$ cat src/rtl/gameover_pkg.sv
`default_nettype none
// ============================================================================
// gameover_pkg -- shared types and sizing helpers for the game-over overlay
// Rev 1.0
// ============================================================================
package gameover_pkg;

  typedef enum logic [1:0] {
    GO_IDLE   = 2'd0,
    GO_REVEAL = 2'd1,
    GO_SHOW   = 2'd2
  } go_state_t;

  localparam int SCREEN_W = 640;
  localparam int SCREEN_H = 480;
  localparam int COORD_W  = $clog2((SCREEN_W > SCREEN_H) ? SCREEN_W : SCREEN_H);

  function automatic int rom_aw(input int w, input int h);
    return $clog2(w * h);
  endfunction

endpackage
`default_nettype wire

$ cat src/rtl/gameover_reveal_ctrl.sv
`default_nettype none
// ============================================================================
// gameover_reveal_ctrl -- frame-stepped reveal FSM (IDLE/REVEAL/SHOW) and row count
// Rev 1.0 | optional feature macro: GAMEOVER_BLINK_EN (blink phase while in SHOW)
// ============================================================================
module gameover_reveal_ctrl
  import gameover_pkg::*;
#(
  parameter int  IMG_H        = 240,
  parameter int  REVEAL_STEP  = 8,
  parameter int  BLINK_FRAMES = 32,
  localparam int RW           = $clog2(IMG_H + 1)
) (
  input  logic          clk,
  input  logic          rst_n,
  input  logic          trigger,
  input  logic          clear,
  input  logic          frame_start,
  output logic [RW-1:0] reveal_rows,
  output logic          active,
  output logic          visible
);

  localparam int RW1 = RW + 1;

  if (REVEAL_STEP < 1 || REVEAL_STEP > IMG_H || BLINK_FRAMES < 1) begin : g_param_check
    $error("gameover_reveal_ctrl: REVEAL_STEP or BLINK_FRAMES out of range");
  end

  go_state_t      state, state_nxt;
  logic [RW1-1:0] rows_sum;
  logic           reveal_full;
  logic           blink_on;

  assign rows_sum    = {1'b0, reveal_rows} + RW1'(REVEAL_STEP);
  assign reveal_full = rows_sum >= RW1'(IMG_H);

  always_ff @(posedge clk or negedge rst_n) begin
    if (!rst_n) state <= GO_IDLE;
    else        state <= state_nxt;
  end

  // In IDLE trigger beats clear; once active, clear beats everything else.
  always_comb begin
    state_nxt = state;
    unique case (state)
      GO_IDLE:   if (trigger) state_nxt = GO_REVEAL;
      GO_REVEAL: begin
        if (clear)                           state_nxt = GO_IDLE;
        else if (frame_start && reveal_full) state_nxt = GO_SHOW;
      end
      GO_SHOW:   if (clear) state_nxt = GO_IDLE;
      default:   state_nxt = GO_IDLE;
    endcase
  end

  always_comb begin
    active  = (state != GO_IDLE);
    visible = active && blink_on;
  end

  // Rows only advance on frame_start, so a frame is never drawn mid-step.
  always_ff @(posedge clk or negedge rst_n) begin
    if (!rst_n) begin
      reveal_rows <= '0;
    end else if (state == GO_IDLE) begin
      reveal_rows <= '0;
    end else if (state == GO_REVEAL && frame_start && !clear) begin
      reveal_rows <= reveal_full ? RW'(IMG_H) : rows_sum[RW-1:0];
    end
  end

`ifdef GAMEOVER_BLINK_EN
  localparam int BW = (BLINK_FRAMES > 1) ? $clog2(BLINK_FRAMES) : 1;

  logic [BW-1:0] blink_cnt;
  logic          blink_phase;

  always_ff @(posedge clk or negedge rst_n) begin
    if (!rst_n) begin
      blink_cnt   <= '0;
      blink_phase <= 1'b1;
    end else if (state != GO_SHOW) begin
      blink_cnt   <= '0;
      blink_phase <= 1'b1;
    end else if (frame_start) begin
      if (blink_cnt == BW'(BLINK_FRAMES - 1)) begin
        blink_cnt   <= '0;
        blink_phase <= ~blink_phase;
      end else begin
        blink_cnt <= blink_cnt + 1'b1;
      end
    end
  end

  assign blink_on = blink_phase;
`else
  assign blink_on = 1'b1;
`endif

endmodule
`default_nettype wire

$ cat src/rtl/gameover_index_gen.sv
`default_nettype none
// ============================================================================
// gameover_index_gen -- game-over overlay: draw position -> sprite ROM -> palette index
// Rev 1.0 | optional feature macro: GAMEOVER_BLINK_EN (blink phase while in SHOW)
// ============================================================================
module gameover_index_gen
  import gameover_pkg::*;
#(
  parameter int  IMG_W        = 320,
  parameter int  IMG_H        = 240,
  parameter int  ORIGIN_X     = 160,
  parameter int  ORIGIN_Y     = 120,
  parameter int  REVEAL_STEP  = 8,
  parameter int  TRANSP_IDX   = 0,
  parameter int  BLINK_FRAMES = 32,
  localparam int ROM_AW       = rom_aw(IMG_W, IMG_H)
) (
  input  logic               Clk,
  input  logic               Reset_n,
  input  logic               trigger,
  input  logic               clear,
  input  logic               frame_start,
  input  logic [COORD_W-1:0] DrawX,
  input  logic [COORD_W-1:0] DrawY,
  output logic [ROM_AW-1:0]  rom_addr,
  input  logic [3:0]         rom_q,
  output logic [3:0]         index,
  output logic               index_valid,
  output logic               overlay_on
);

  localparam int SW     = COORD_W + 1;
  localparam int RW     = $clog2(IMG_H + 1);
  localparam int W_BITS = $clog2(IMG_W + 1);

  localparam logic signed [SW-1:0] ORG_X  = SW'(ORIGIN_X);
  localparam logic signed [SW-1:0] ORG_Y  = SW'(ORIGIN_Y);
  localparam logic signed [SW-1:0] WIN_W  = SW'(IMG_W);
  localparam logic signed [SW-1:0] WIN_H  = SW'(IMG_H);
  localparam logic [3:0]           TRANSP = 4'(TRANSP_IDX);

  logic signed [SW-1:0] rx, ry;
  logic                 in_win;
  logic [ROM_AW-1:0]    row_base, addr_nxt;
  logic                 in_win_q, in_win_d;
  logic [RW-1:0]        ry_q, ry_d;
  logic [RW-1:0]        reveal_rows;
  logic                 active, visible;

  gameover_reveal_ctrl #(
    .IMG_H        (IMG_H),
    .REVEAL_STEP  (REVEAL_STEP),
    .BLINK_FRAMES (BLINK_FRAMES)
  ) u_ctrl (
    .clk         (Clk),
    .rst_n       (Reset_n),
    .trigger     (trigger),
    .clear       (clear),
    .frame_start (frame_start),
    .reveal_rows (reveal_rows),
    .active      (active),
    .visible     (visible)
  );

  assign rx     = $signed({1'b0, DrawX}) - ORG_X;
  assign ry     = $signed({1'b0, DrawY}) - ORG_Y;
  assign in_win = !rx[SW-1] && !ry[SW-1] && (rx < WIN_W) && (ry < WIN_H);

  // Constant multiply by IMG_W unrolled into shifted adds of the row offset.
  always_comb begin
    row_base = '0;
    for (int b = 0; b < W_BITS; b++) begin
      if (IMG_W[b]) row_base = row_base + (ROM_AW'($unsigned(ry)) << b);
    end
    addr_nxt = in_win ? row_base + ROM_AW'($unsigned(rx)) : '0;
  end

  always_ff @(posedge Clk or negedge Reset_n) begin
    if (!Reset_n) begin
      rom_addr    <= '0;
      in_win_q    <= 1'b0;
      ry_q        <= '0;
      in_win_d    <= 1'b0;
      ry_d        <= '0;
      index       <= '0;
      index_valid <= 1'b0;
      overlay_on  <= 1'b0;
    end else begin
      rom_addr    <= addr_nxt;
      in_win_q    <= in_win;
      ry_q        <= ry[RW-1:0];
      in_win_d    <= in_win_q;
      ry_d        <= ry_q;
      index       <= rom_q;
      index_valid <= in_win_d && (ry_d < reveal_rows) && visible && (rom_q != TRANSP);
      overlay_on  <= active;
    end
  end

endmodule
`default_nettype wire

$ cat config.mk
export PLATFORM = sky130hd
export DESIGN_NAME = gameover_index_gen
export DESIGN_NICKNAME = d
export VERILOG_FILES = /design/src/rtl/gameover_pkg.sv /design/src/rtl/gameover_reveal_ctrl.sv /design/src/rtl/gameover_index_gen.sv
export SDC_FILE = /design/constraint.sdc
export NUM_CORES = 1
export LEC_CHECK = 0
export CAP_MARGIN = 20
export CORE_MARGIN = 10
export CORE_UTILIZATION = 35
export CTS_CLUSTER_SIZE = 25
export DETAILED_ROUTE_END_ITERATION = 10
export GPL_TIMING_DRIVEN = 0
export HOLD_SLACK_MARGIN = 0.02
export PLACE_DENSITY_LB_ADDON = 0.3
export RECOVER_POWER = 25
export SYNTH_ARGS = -nofsm -noshare
export SYNTH_HDL_FRONTEND = slang
export SYNTH_HIERARCHICAL = 1
export SYNTH_SLANG_ARGS = --single-unit
$ cat constraint.sdc
create_clock -name Clk -period 2.1 [get_ports Clk]
set_clock_uncertainty 0.2 [all_clocks]
set_input_delay 0.63 -clock Clk [delete_from_list [all_inputs] [get_ports Clk]]
set_output_delay 0.63 -clock Clk [all_outputs]
set_load 0.02 [all_outputs]
After elaboration in Yosys (flattened, before gate mapping)
Cells that the tools add are included.

Equal/unequal tests: 5. Muxes and demuxes: 9. Magnitude comparators: 4. Add/subtract/negate cells: 5. Reductions and logical operators: 17.

Operators by type and width (number): $mux 8 (3); $add 17x11->17 (1); $add 17x17->17 (1); $mux 17 (1); $lt 11x10->1 const B (1); $lt 11x9->1 const B (1); $sub 10x7->11 const B (1); $sub 10x8->11 const B (1); $add 8x4->9 const B (1); $ge 9x8->1 const B (1); $logic_and 1x1->1 (9); $lt 8x8->1 (1); $mux 2 (4); $pmux 2 s3 (1); $ne 2x2->1 const B (2); $reduce_bool 2->1 (2); $reduce_bool 4->1 (1); $logic_not 1->1 (3); $ne 3x2->1 const B (1); $reduce_and 3->1 (1); $eq 2x1->1 const B (1); $eq 2x2->1 const B (1); $logic_not 2->1 (1).

Flip-flop bits (word level): 51. Word-level logic and storage cells: 50. Output and inout port bits: 23. Bits of input ports: 29.

Logic depth before layout (Yosys ltp)
Depth in word-level cells: 6. Gate-level depth with buffers: 13.

By module
Netlist, hierarchy kept.

Modules (own cells, without submodules): gameover_index_gen (sequential area each 1026.0 sq um, cells an instance 189, area an instance 2190.9 sq um, instances 1); gameover_reveal_ctrl (sequential area each 175.2 sq um, cells an instance 59, area an instance 553.0 sq um, instances 1).

Least setup slack after synthesis
No wires, ideal clock.

Path type: input port to flip-flop. From: input port DrawX[5]. To: register rom_addr[14]. Arrival: 2.921 ns. Slack: -1.128 ns. Stages: 12. Path through: inv_1 > ha_1 > nor2b_1 > nor2_1 > xnor2_1 > fa_1 > inv_1 > ha_1 > nand3_1 > o211ai_1 > nor4_1 > a2111oi_4.

Cells in the longest elaborated chain, start to end: 6. Elaborated cells between the ends (all ways): 8. Classes of those cells: 2 x add/sub; 1 x order compare; 1 x mux; 4 x reduce/logical.

RTL lines: start: declaration (line gameover_index_gen.sv:23) `input logic [COORD_W-1:0] DrawX,`; $sub 10x8->11 * (line gameover_index_gen.sv:65) `assign rx = $signed({1'b0, DrawX}) - ORG_X;`; parallel branches: the longest is 4 deep, another holds $add 17x11->17; $mux 17 * (line gameover_index_gen.sv:75) `addr_nxt = in_win ? row_base + ROM_AW'($unsigned(rx)) : '0;`; via addr_nxt[14] (line gameover_index_gen.sv:44) `logic [ROM_AW-1:0] row_base, addr_nxt;`; end signal: assignment (line gameover_index_gen.sv:89) `rom_addr <= addr_nxt;`; end: declaration (line gameover_index_gen.sv:25) `output logic [ROM_AW-1:0] rom_addr,`.

Mark *: on every way through the listed nets, which the timed path passes. A chain may end at the register's enable or synchronous reset.

Worst setup path after layout
From: input port DrawX[6]. To: register rom_addr[16].

Same word-level chain as after synthesis.

==> impl_results.md <==
* Status: finished, violations left
* Failing checks: negative setup slack
* Setup CP Type: in2reg
* Top-Level Pins at 52
* VDD IR-drop max at 0.000284 V
* Synth Flop Type: dfrtp_1
* Hold Crit Class: reg2reg
* Critical path fanouts, max at 4
* Worst hold slack at 0.155 ns
* Vias per Instance at 4.70
* Vias in the first global route at 2186
* All-Layer GR Usage at 10.8%
* Average wire per standard cell at 14.1 microns
* Largest net degree at the start of global routing at 34
* F_max at 0.356 GHz
* Antenna diode count at 0
* Warnings from Yosys at 6
* Row Count at 32
* Top cell type's share of synthesized area at 43.8%
* Synthesized flop and latch total at 48
* Post-synth EDFFs at 0
* Final WL at 6210 microns
* Initial DRC count at 80
* Post-layout util at 52.8%
* GRT overflow at 0
* Tot Pwr at 2.55 mW
* Crit path DAT at 2.80 ns
* CORE AREA at 7690 sq um
* Synth area leaders: dfrtp_1, ha_1, inv_1
* R2R Path End: u_ctrl/state[0]$_DFFE_PN0P_
* CTS tree: built
* Hold Path Sink: ry_d[6]$_DFF_PN0_
* Hold Buf Count CTS at 0
* PwrDens at 629 nW/um^2
* Leak at 1.95 nW
* Area delta synth->final at 47.9%
* First-pass GRT wire length at 10300 microns
* Hold path depth at 0
* Root Buffer: clkbuf_8
* Final #Nets at 396
* Htree depth at 2
* Worst hold start: ry_q[6]$_DFF_PN0_
* Clock buffer depth at 2
* Pre-antenna DRT Iters at 4
* Max-Cap Viols at 0
* Final setup fails at 18
* Worst-Margin Slew at 0.912 ns
* DRC Markers at 0
* Cts bufs inserted at 5
* DIE HEIGHT at 109 microns
* Port Buffers at 51
* Final setup margin at -0.706 ns
* Initial core utilization at 35.7%
* Initial antenna violation count at 0
* Worst R2R Setup Slack at 0.43 ns
* RePlAce Congestion at 0.838
* Slew headroom at 39.2%
* Average instance area after synthesis at 11.1 sq um
* Setup crit start: DrawX[6]
* Minimum clock period at 2.81 ns
* Die footprint at 11800 sq um
* Period utilization at 134%
* Clk pin slew, worst setup/hold paths at 0.09 ns
* Crit. End Element: flop
* Largest area contributor in the netlist: dfrtp_1
* RSZ-0062 raised after global routing: yes
* CP required at 2.10 ns
* R2R cell count at 4
* Synthesized instance count at 248
* Vias post-DR at 2067
* Die width at 109 microns
* Final hold vios at 0
* Async SR Flop Fraction at 100%
* Mapped Area at 2740 sq um
* RR Startpoint: u_ctrl/reveal_rows[3]$_DFFE_PN0P_
* Ratio of cells with drive above 1 in the final layout at 28.1%
* Skew-Pair Late Insertion Delay at 0.30 ns
* Sequential share of the synthesized area at 43.8%
* Clk sinks at 48
* Final ANT Viol Nets at 0
* Distinct cells, synth at 55
* Pins Over Slew Limit at 0
* Detailed placement HPWL at 4330 microns
* Worst setup SP type: input port
logic make-up (layout without fill, tap and decap cells):
family                     Yosys count  count (layout)  synth area share, %
adders and majority gates           30              30                 14.5
and+or+nand+nor                     69              69                 14.9
other                                1               3                0.137
DFF                                 48              48                 43.8
muxes                                1               1                0.365
buffers and inverters               32             120                 5.79
AOI/OAI and AO/OA                   49              49                 14.8
xor gates and xnor gates            18              18                 5.75
routing by layer:
layer	wire length (microns)	GRT usage (%)	share of wire (%)
met2	3160	19.2	51
met3	318	2.97	5.1
met4	82	2.45	1.3
met5	0	0	0
met1	2640	12.6	43
power breakdown:
part	total [mW]	internal, mW	switching (mW)
combinational	0.987	0.504	0.482
sequential	0.997	0.978	0.0185
clock	0.569	0.267	0.302
Yosys cell counts, types with 3 or more instances:
master    instances
inv_1            24
a21o_1            5
a21oi_1           8
nor3b_1           3
a211oi_1          5
dfrtp_1          48
nor2_1           16
xnor2_1           9
fa_1              3
nand2b_1          6
nand3_1           8
nor2b_1           5
xor2_1            9
ha_1             27
o21ai_0           8
a31oi_1           3
and2_1            7
nand2_1           8
buf_4             5
per-stage QoR:
step / cell area (sq um) / std cells / TNS (ns) / setup slack (ns)
finish: 4060 / 440 / -5.66 / -0.706
CTS: 3910 / 433 / -4.81 / -0.654
global placement: 3470 / 403 / -77.34 / -1.91
floorplan: 2830 / 250 / -6.11 / -0.986
detailed placement: 3480 / 404 / -22.71 / -1.96
global route: 4060 / 440 / -7.21 / -0.831
worst max-delay path, cell delays in order:
cell,delay (ns)
buf_12,0.09
inv_12,0.03
ha_4,0.16
nor2b_4,0.12
nor2_2,0.05
xnor2_2,0.14
fa_1,0.50
inv_2,0.05
ha_4,0.28
nand3_2,0.07
o211ai_1,0.19
buf_4,0.18
o211ai_2,0.09
xnor2_1,0.17
nor2_1,0.06
cell type report:
cell class	instances	area, sq um
multi-input cells	170	1660
well taps	102	128
fillers	695	3630
clock inverters	2	15.0
flip-flops and latches	48	1200
plain buffers	7	60.1
clock buffers	6	82.6
repair inverters	1	3.75
repair buffers	79	788
inverters	25	119
layout by cell type (no fill, tap or decap), types with 3 or more instances in the layout:
master and instances:
a211oi_1 5, a21o_1 5, a21oi_1 7, a31oi_1 3
and2_1 5, and2_4 3, buf_12 3, buf_4 25
buf_6 9, clkbuf_8 6, clkdlybuf4s50_1 23, conb_1 3
dfrtp_1 48, dlygate4sd2_1 10, dlymetal6s2s_1 9, fa_1 3
ha_1 18, ha_4 8, inv_1 21, nand2_1 8
nand2b_1 6, nand3_1 6, nor2_1 15, nor2b_1 4
nor3b_1 3, o21ai_0 7, xnor2_1 7, xor2_1 4
xor2_2 4
registers in the layout, indices dropped and copies added, names as in the netlist, 2 cells and up:
signal and count:
index 4, rom_addr 17, ry_d 8, u_ctrl/reveal_rows 5
ry_q 8, u_ctrl/state 2
timing repair:
action / in CTS / in global routing
setup endpoints to repair: 22 / 27
pin swaps: 24 / 11
buffers inserted: 20 / 8
cloned: 1 / 0
resized for setup: 85 / 22
worst max path at each step:
stage | to | slack (ns) | cells after the start
after floorplan | rom_addr[16]$_DFF_PN0_ | -0.99 | 13
after global placement | rom_addr[16]$_DFF_PN0_ | -1.91 | 14
after detailed placement | rom_addr[16]$_DFF_PN0_ | -1.96 | 14
after CTS | rom_addr[13]$_DFF_PN0_ | -0.65 | 14
after global routing | rom_addr[16]$_DFF_PN0_ | -0.83 | 15
final | rom_addr[16]$_DFF_PN0_ | -0.71 | 15
Power figures use the tool's default switching activity.
